### src/rtl/dmem_arbiter.sv
// rtl/dmem_arbiter.sv - data-memory port arbiter between CPU MEM stage and DMA, with locked DMA bursts
// Optional starvation protection: define DMEM_ARB_FAIRNESS_EN.
module dmem_arbiter #(
    parameter int ADDR_LEN  = 8,
    parameter int WORD_LEN  = 8,
    parameter int MAX_WAIT  = 4,
    parameter int BURST_MAX = 8
) (
    input  logic                clk,
    input  logic                rst,
    input  logic                cpu_req,
    input  logic                cpu_we,
    input  logic [ADDR_LEN-1:0] cpu_addr,
    input  logic [WORD_LEN-1:0] cpu_wdata,
    output logic [WORD_LEN-1:0] cpu_rdata,
    output logic                cpu_stall,
    input  logic                dma_req,
    input  logic                dma_we,
    input  logic                dma_lock,
    input  logic [ADDR_LEN-1:0] dma_addr,
    input  logic [WORD_LEN-1:0] dma_wdata,
    output logic                dma_gnt,
    output logic [WORD_LEN-1:0] dma_rdata,
    output logic                dma_rvalid,
    output logic [ADDR_LEN-1:0] mem_addr,
    output logic [WORD_LEN-1:0] mem_wdata,
    output logic                mem_read,
    output logic                mem_write,
    input  logic [WORD_LEN-1:0] mem_rdata
);

    if (MAX_WAIT < 1 || MAX_WAIT > 15) begin : g_bad_max_wait
        $error("dmem_arbiter: MAX_WAIT out of range 1..15");
    end
    if (BURST_MAX < 1 || BURST_MAX > 15) begin : g_bad_burst_max
        $error("dmem_arbiter: BURST_MAX out of range 1..15");
    end

    typedef enum logic [0:0] {
        ARB_CPU   = 1'b0,
        ARB_BURST = 1'b1
    } arb_state_t;

    arb_state_t state;
    logic [3:0] beat_cnt;
    logic       cpu_grant;
    logic       dma_grant;
    logic       force_dma;
    logic       burst_more;

`ifdef DMEM_ARB_FAIRNESS_EN
    logic [3:0] wait_cnt;

    assign force_dma = dma_req && (wait_cnt == 4'(MAX_WAIT));

    // Counts consecutive denied DMA cycles; any grant, idle DMA or burst clears it.
    always_ff @(posedge clk) begin
        if (rst) begin
            wait_cnt <= 4'd0;
        end else if (state == ARB_CPU && dma_req && !dma_grant) begin
            if (wait_cnt != 4'(MAX_WAIT)) begin
                wait_cnt <= wait_cnt + 4'd1;
            end
        end else begin
            wait_cnt <= 4'd0;
        end
    end
`else
    assign force_dma = 1'b0;
`endif

    assign burst_more = dma_req && dma_lock && (beat_cnt < 4'(BURST_MAX));

    always_comb begin
        cpu_grant = 1'b0;
        dma_grant = 1'b0;
        case (state)
            ARB_CPU: begin
                if (force_dma) begin
                    dma_grant = 1'b1;
                end else if (cpu_req) begin
                    cpu_grant = 1'b1;
                end else if (dma_req) begin
                    dma_grant = 1'b1;
                end
            end
            ARB_BURST: begin
                // When the burst cannot continue the CPU gets this slot unconditionally.
                if (burst_more) begin
                    dma_grant = 1'b1;
                end else begin
                    cpu_grant = cpu_req;
                end
            end
            default: begin
                cpu_grant = 1'b0;
                dma_grant = 1'b0;
            end
        endcase
    end

    always_comb begin
        mem_addr  = '0;
        mem_wdata = '0;
        if (dma_grant) begin
            mem_addr  = dma_addr;
            mem_wdata = dma_wdata;
        end else if (cpu_grant) begin
            mem_addr  = cpu_addr;
            mem_wdata = cpu_wdata;
        end
    end

    assign mem_read  = (dma_grant & ~dma_we) | (cpu_grant & ~cpu_we);
    assign mem_write = (dma_grant & dma_we) | (cpu_grant & cpu_we);
    assign cpu_rdata = mem_rdata;
    assign cpu_stall = cpu_req & ~cpu_grant;
    assign dma_gnt   = dma_grant;

    always_ff @(posedge clk) begin
        if (rst) begin
            state      <= ARB_CPU;
            beat_cnt   <= 4'd0;
            dma_rdata  <= '0;
            dma_rvalid <= 1'b0;
        end else begin
            dma_rvalid <= dma_grant & ~dma_we;
            if (dma_grant && !dma_we) begin
                dma_rdata <= mem_rdata;
            end
            case (state)
                ARB_CPU: begin
                    if (dma_grant && dma_lock) begin
                        state    <= ARB_BURST;
                        beat_cnt <= 4'd1;
                    end
                end
                ARB_BURST: begin
                    if (dma_grant) begin
                        beat_cnt <= beat_cnt + 4'd1;
                    end else begin
                        state    <= ARB_CPU;
                        beat_cnt <= 4'd0;
                    end
                end
                default: begin
                    state    <= ARB_CPU;
                    beat_cnt <= 4'd0;
                end
            endcase
        end
    end

endmodule
### config.mk
export PLATFORM = sky130hd
export DESIGN_NAME = dmem_arbiter
export DESIGN_NICKNAME = d
export VERILOG_FILES = /design/src/rtl/dmem_arbiter.sv
export SDC_FILE = /design/constraint.sdc
export NUM_CORES = 1
export LEC_CHECK = 0
export ABC_AREA = 1
export BUFFER_PORTS_ARGS = -buffer_cell sky130_fd_sc_hd__buf_2
export CORE_MARGIN = 2
export CORE_UTILIZATION = 37
export DETAILED_ROUTE_END_ITERATION = 10
export HOLD_SLACK_MARGIN = 0.1
export PLACE_DENSITY = 0.79
export SLEW_MARGIN = 10
export SYNTH_ARGS = -nofsm -noshare
export SYNTH_HDL_FRONTEND = slang
export SYNTH_SLANG_ARGS = --single-unit
### constraint.sdc
create_clock -name clk -period 1.4 [get_ports clk]
set_input_delay 0.07 -clock clk [delete_from_list [all_inputs] [get_ports clk]]
set_output_delay 0.07 -clock clk [all_outputs]
set_load 0.005 [all_outputs]
==> metrics <==
cell area after placement=0.00131 mm²; total iterations of the first detailed-routing run=4; Post-route DRC=0; Detailed Route Iter0 Violations=7; Std-Cell Rows=18; most used flip-flop cell after synthesis=sky130_fd_sc_hd__dfxtp_1; sort of element at the end of the critical path=output pin; FF-to-FF End=dma_rdata[6]; count of flip-flops with a built-in enable after synthesis=0; horizontal die dimension=54.8 µm; Final Critical Period=1390 ps; via-per-instance ratio=4.59; Worst-Skew Late Latency=290 ps; CP startpoint kind=flip-flop; initial standard-cell utilization of the core=0.389; slew of the pin with the lowest slew margin=503 ps; Worst Setup Path Type=reg -> out; Worst Reg2Reg Path Length in Cells=6; Slew headroom=0.662; Unique masters post-synth=18; # diodes=0; maximum number of pins on one net before global-route repair=18; max frequency=0.721 GHz; final WL=2.83 mm; core region area=0.00245 mm²; # clock sinks=14; worst setup path startpoint=state; setup repair after global routing missed its margin=yes; worst min path class=in -> reg; combined global-route utilization of all metal layers=0.190; final net count=294; global-route wire length before repair=4.08 mm; TritonCTS clock tree=done; post-synthesis net count=208; Max FO, Critical Path=7; count of max-cap constraint violations=0; vias in the first global route=1028; Via Count=1262; clock tree buffer depth=2; detail-routed net length per standard cell=10.3 µm; Setup Viol. Count Final=0; layout-stage area growth over the synthesis result=61.0%; sum of overflow across all layers after global routing=0; final clock skew=2.79 ps; biggest area contributors in the synthesized netlist=sky130_fd_sc_hd__dfxtp_1, sky130_fd_sc_hd__nand2_1, sky130_fd_sc_hd__buf_4; most frequent cells after synthesis=sky130_fd_sc_hd__nand2_1, sky130_fd_sc_hd__dfxtp_1, sky130_fd_sc_hd__inv_1, sky130_fd_sc_hd__nor2_1, sky130_fd_sc_hd__buf_4; depth of the worst hold-timing path=5; floorplan die area=0.00301 mm²; count of H-tree levels built during CTS=1; fraction of layout instances using a drive strength above 1=0.486; total leakage power=0.909 nW; dominant cell type by area after synthesis=sky130_fd_sc_hd__dfxtp_1; status=finished, final reports clean; total count of hold-check failures in the final report=0; total I/O pin count=84; period utilization=0.991; netlist area before placement=956 µm²; Critical Path RT=1330 ps; launch point of the worst reg-to-reg path=state; number of instances in the synthesized netlist=160; total number of yosys warnings=0; area share of the largest cell type after synthesis=0.293; CP arrival=1320 ps; pins over their slew limit=0; capturing instance or port of the critical path=mem_read; initial antenna violation count=0; leading cell type by number of instances after synthesis=sky130_fd_sc_hd__nand2_1; Num CTS Buffers=3; worst reg-to-reg setup slack=170 ps; post-synthesis sequential area ratio=0.293; I/O Buffers=83; total power consumption of the routed design=0.00108 W; post-synthesis register bit count=14; height of the chip=54.8 µm; Async S/R FF share, synth=0; power density relative to cell area=700 mW/mm²; placed wire-length estimate after detailed placement=1.95 mm; mean cell area of the mapped netlist=5.97 µm²; master cell of the clock root buffer=sky130_fd_sc_hd__clkbuf_4; global placement routability congestion=0.795; hold slack final=106 ps; CTS clock-pin slew for the worst setup and hold paths=90 ps; Peak VDD IR=0.000500 V; count of nets left with antenna violations after detail routing=0; final standard cell area without fillers=0.00154 mm²
-- critical path, stage by stage (launching register included) --
cell and delay (ps):
sky130_fd_sc_hd__dfxtp_2 400, sky130_fd_sc_hd__nand4_4 130, sky130_fd_sc_hd__buf_6 160, sky130_fd_sc_hd__nand2_8 90
sky130_fd_sc_hd__nand2_4 50, sky130_fd_sc_hd__o21ai_1 70, sky130_fd_sc_hd__buf_2 120
-- state kept, by name, summed over array words and instances (netlist names) --
register and flops:
dma_rvalid 1, beat_cnt 4, state 1, dma_rdata 8
-- logic make-up after synthesis --
kind of cell / share of synthesized area
flip-flops: 0.293
buffers and inverters: 0.169
AO/OA/AOI/OAI: 0.0668
adder cells (fa/ha/maj): 0.0131
AND/OR/NAND/NOR: 0.458
-- routing by layer --
metal  global-route usage  routed length, µm  share of wire
met5                    0                  0              0
met4                0.113                 57          0.020
met3               0.0164                334           0.12
met2                0.389               1380           0.49
met1                0.175               1050           0.37
-- final cells by class --
cell class                 count  area (µm²)
sequential                    14         283
inverter                      17        71.3
clock buffer                   4        36.3
timing repair inverter         1        6.26
timing repair buffer          90         478
multi-input combinational    119         627
fill                         246         916
tap                           30        37.5
-- report_power, final --
group | switching [W] | internal [W]
logic | 0.000183 | 0.000165
clock network | 0.000141 | 0.000159
registers | 0.0000132 | 0.000417
total | 0.000337 | 0.000740
-- stage by stage --
stage / setup slack (ps) / utilization / setup TNS [ps] / std cells
floorplan: 370 / - / 0 / 160
global placement: 202 / 0.534 / 0 / 261
detailed placement: 103 / 0.534 / 0 / 261
CTS: -19.5 / 0.598 / -21.8 / 272
global route: -72.1 / 0.627 / -937 / 275
finish: 13.1 / 0.627 / 0 / 275
-- cell usage in the layout, fill, tap and decap left out, types with 3 or more instances in the layout --
cell                        n
sky130_fd_sc_hd__a21oi_1    9
sky130_fd_sc_hd__buf_2     83
sky130_fd_sc_hd__buf_4      4
sky130_fd_sc_hd__clkbuf_4   3
sky130_fd_sc_hd__dfxtp_1   12
sky130_fd_sc_hd__inv_1     12
sky130_fd_sc_hd__nand2_1   61
sky130_fd_sc_hd__nand2_2   12
sky130_fd_sc_hd__nand2_8    3
sky130_fd_sc_hd__nand3_1    3
sky130_fd_sc_hd__nand4_1    8
sky130_fd_sc_hd__nor2_1    14
-- how the worst min path moves through the flow --
| stage | from | endpoint |
|---|---|---|
| after floorplan | rst | beat_cnt[1] |
| after global placement | rst | beat_cnt[3] |
| after detailed placement | rst | dma_rvalid |
| after CTS | mem_rdata[1] | dma_rdata[1] |
| after global routing | mem_rdata[4] | dma_rdata[4] |
| final | mem_rdata[0] | dma_rdata[0] |
-- timing repair --
| item | 4_1_cts | 5_1_grt |
|---|---|---|
| resized for setup | 16 | 15 |
| pin swaps | 3 | 15 |
| setup buffers | 3 | 3 |
| setup endpoints to repair | 19 | 19 |
| endpoints found under the hold margin | 3 | 0 |
| hold buffers | 1 | 0 |
| cloned | 3 | 0 |
(Power assumes the default switching activity.)
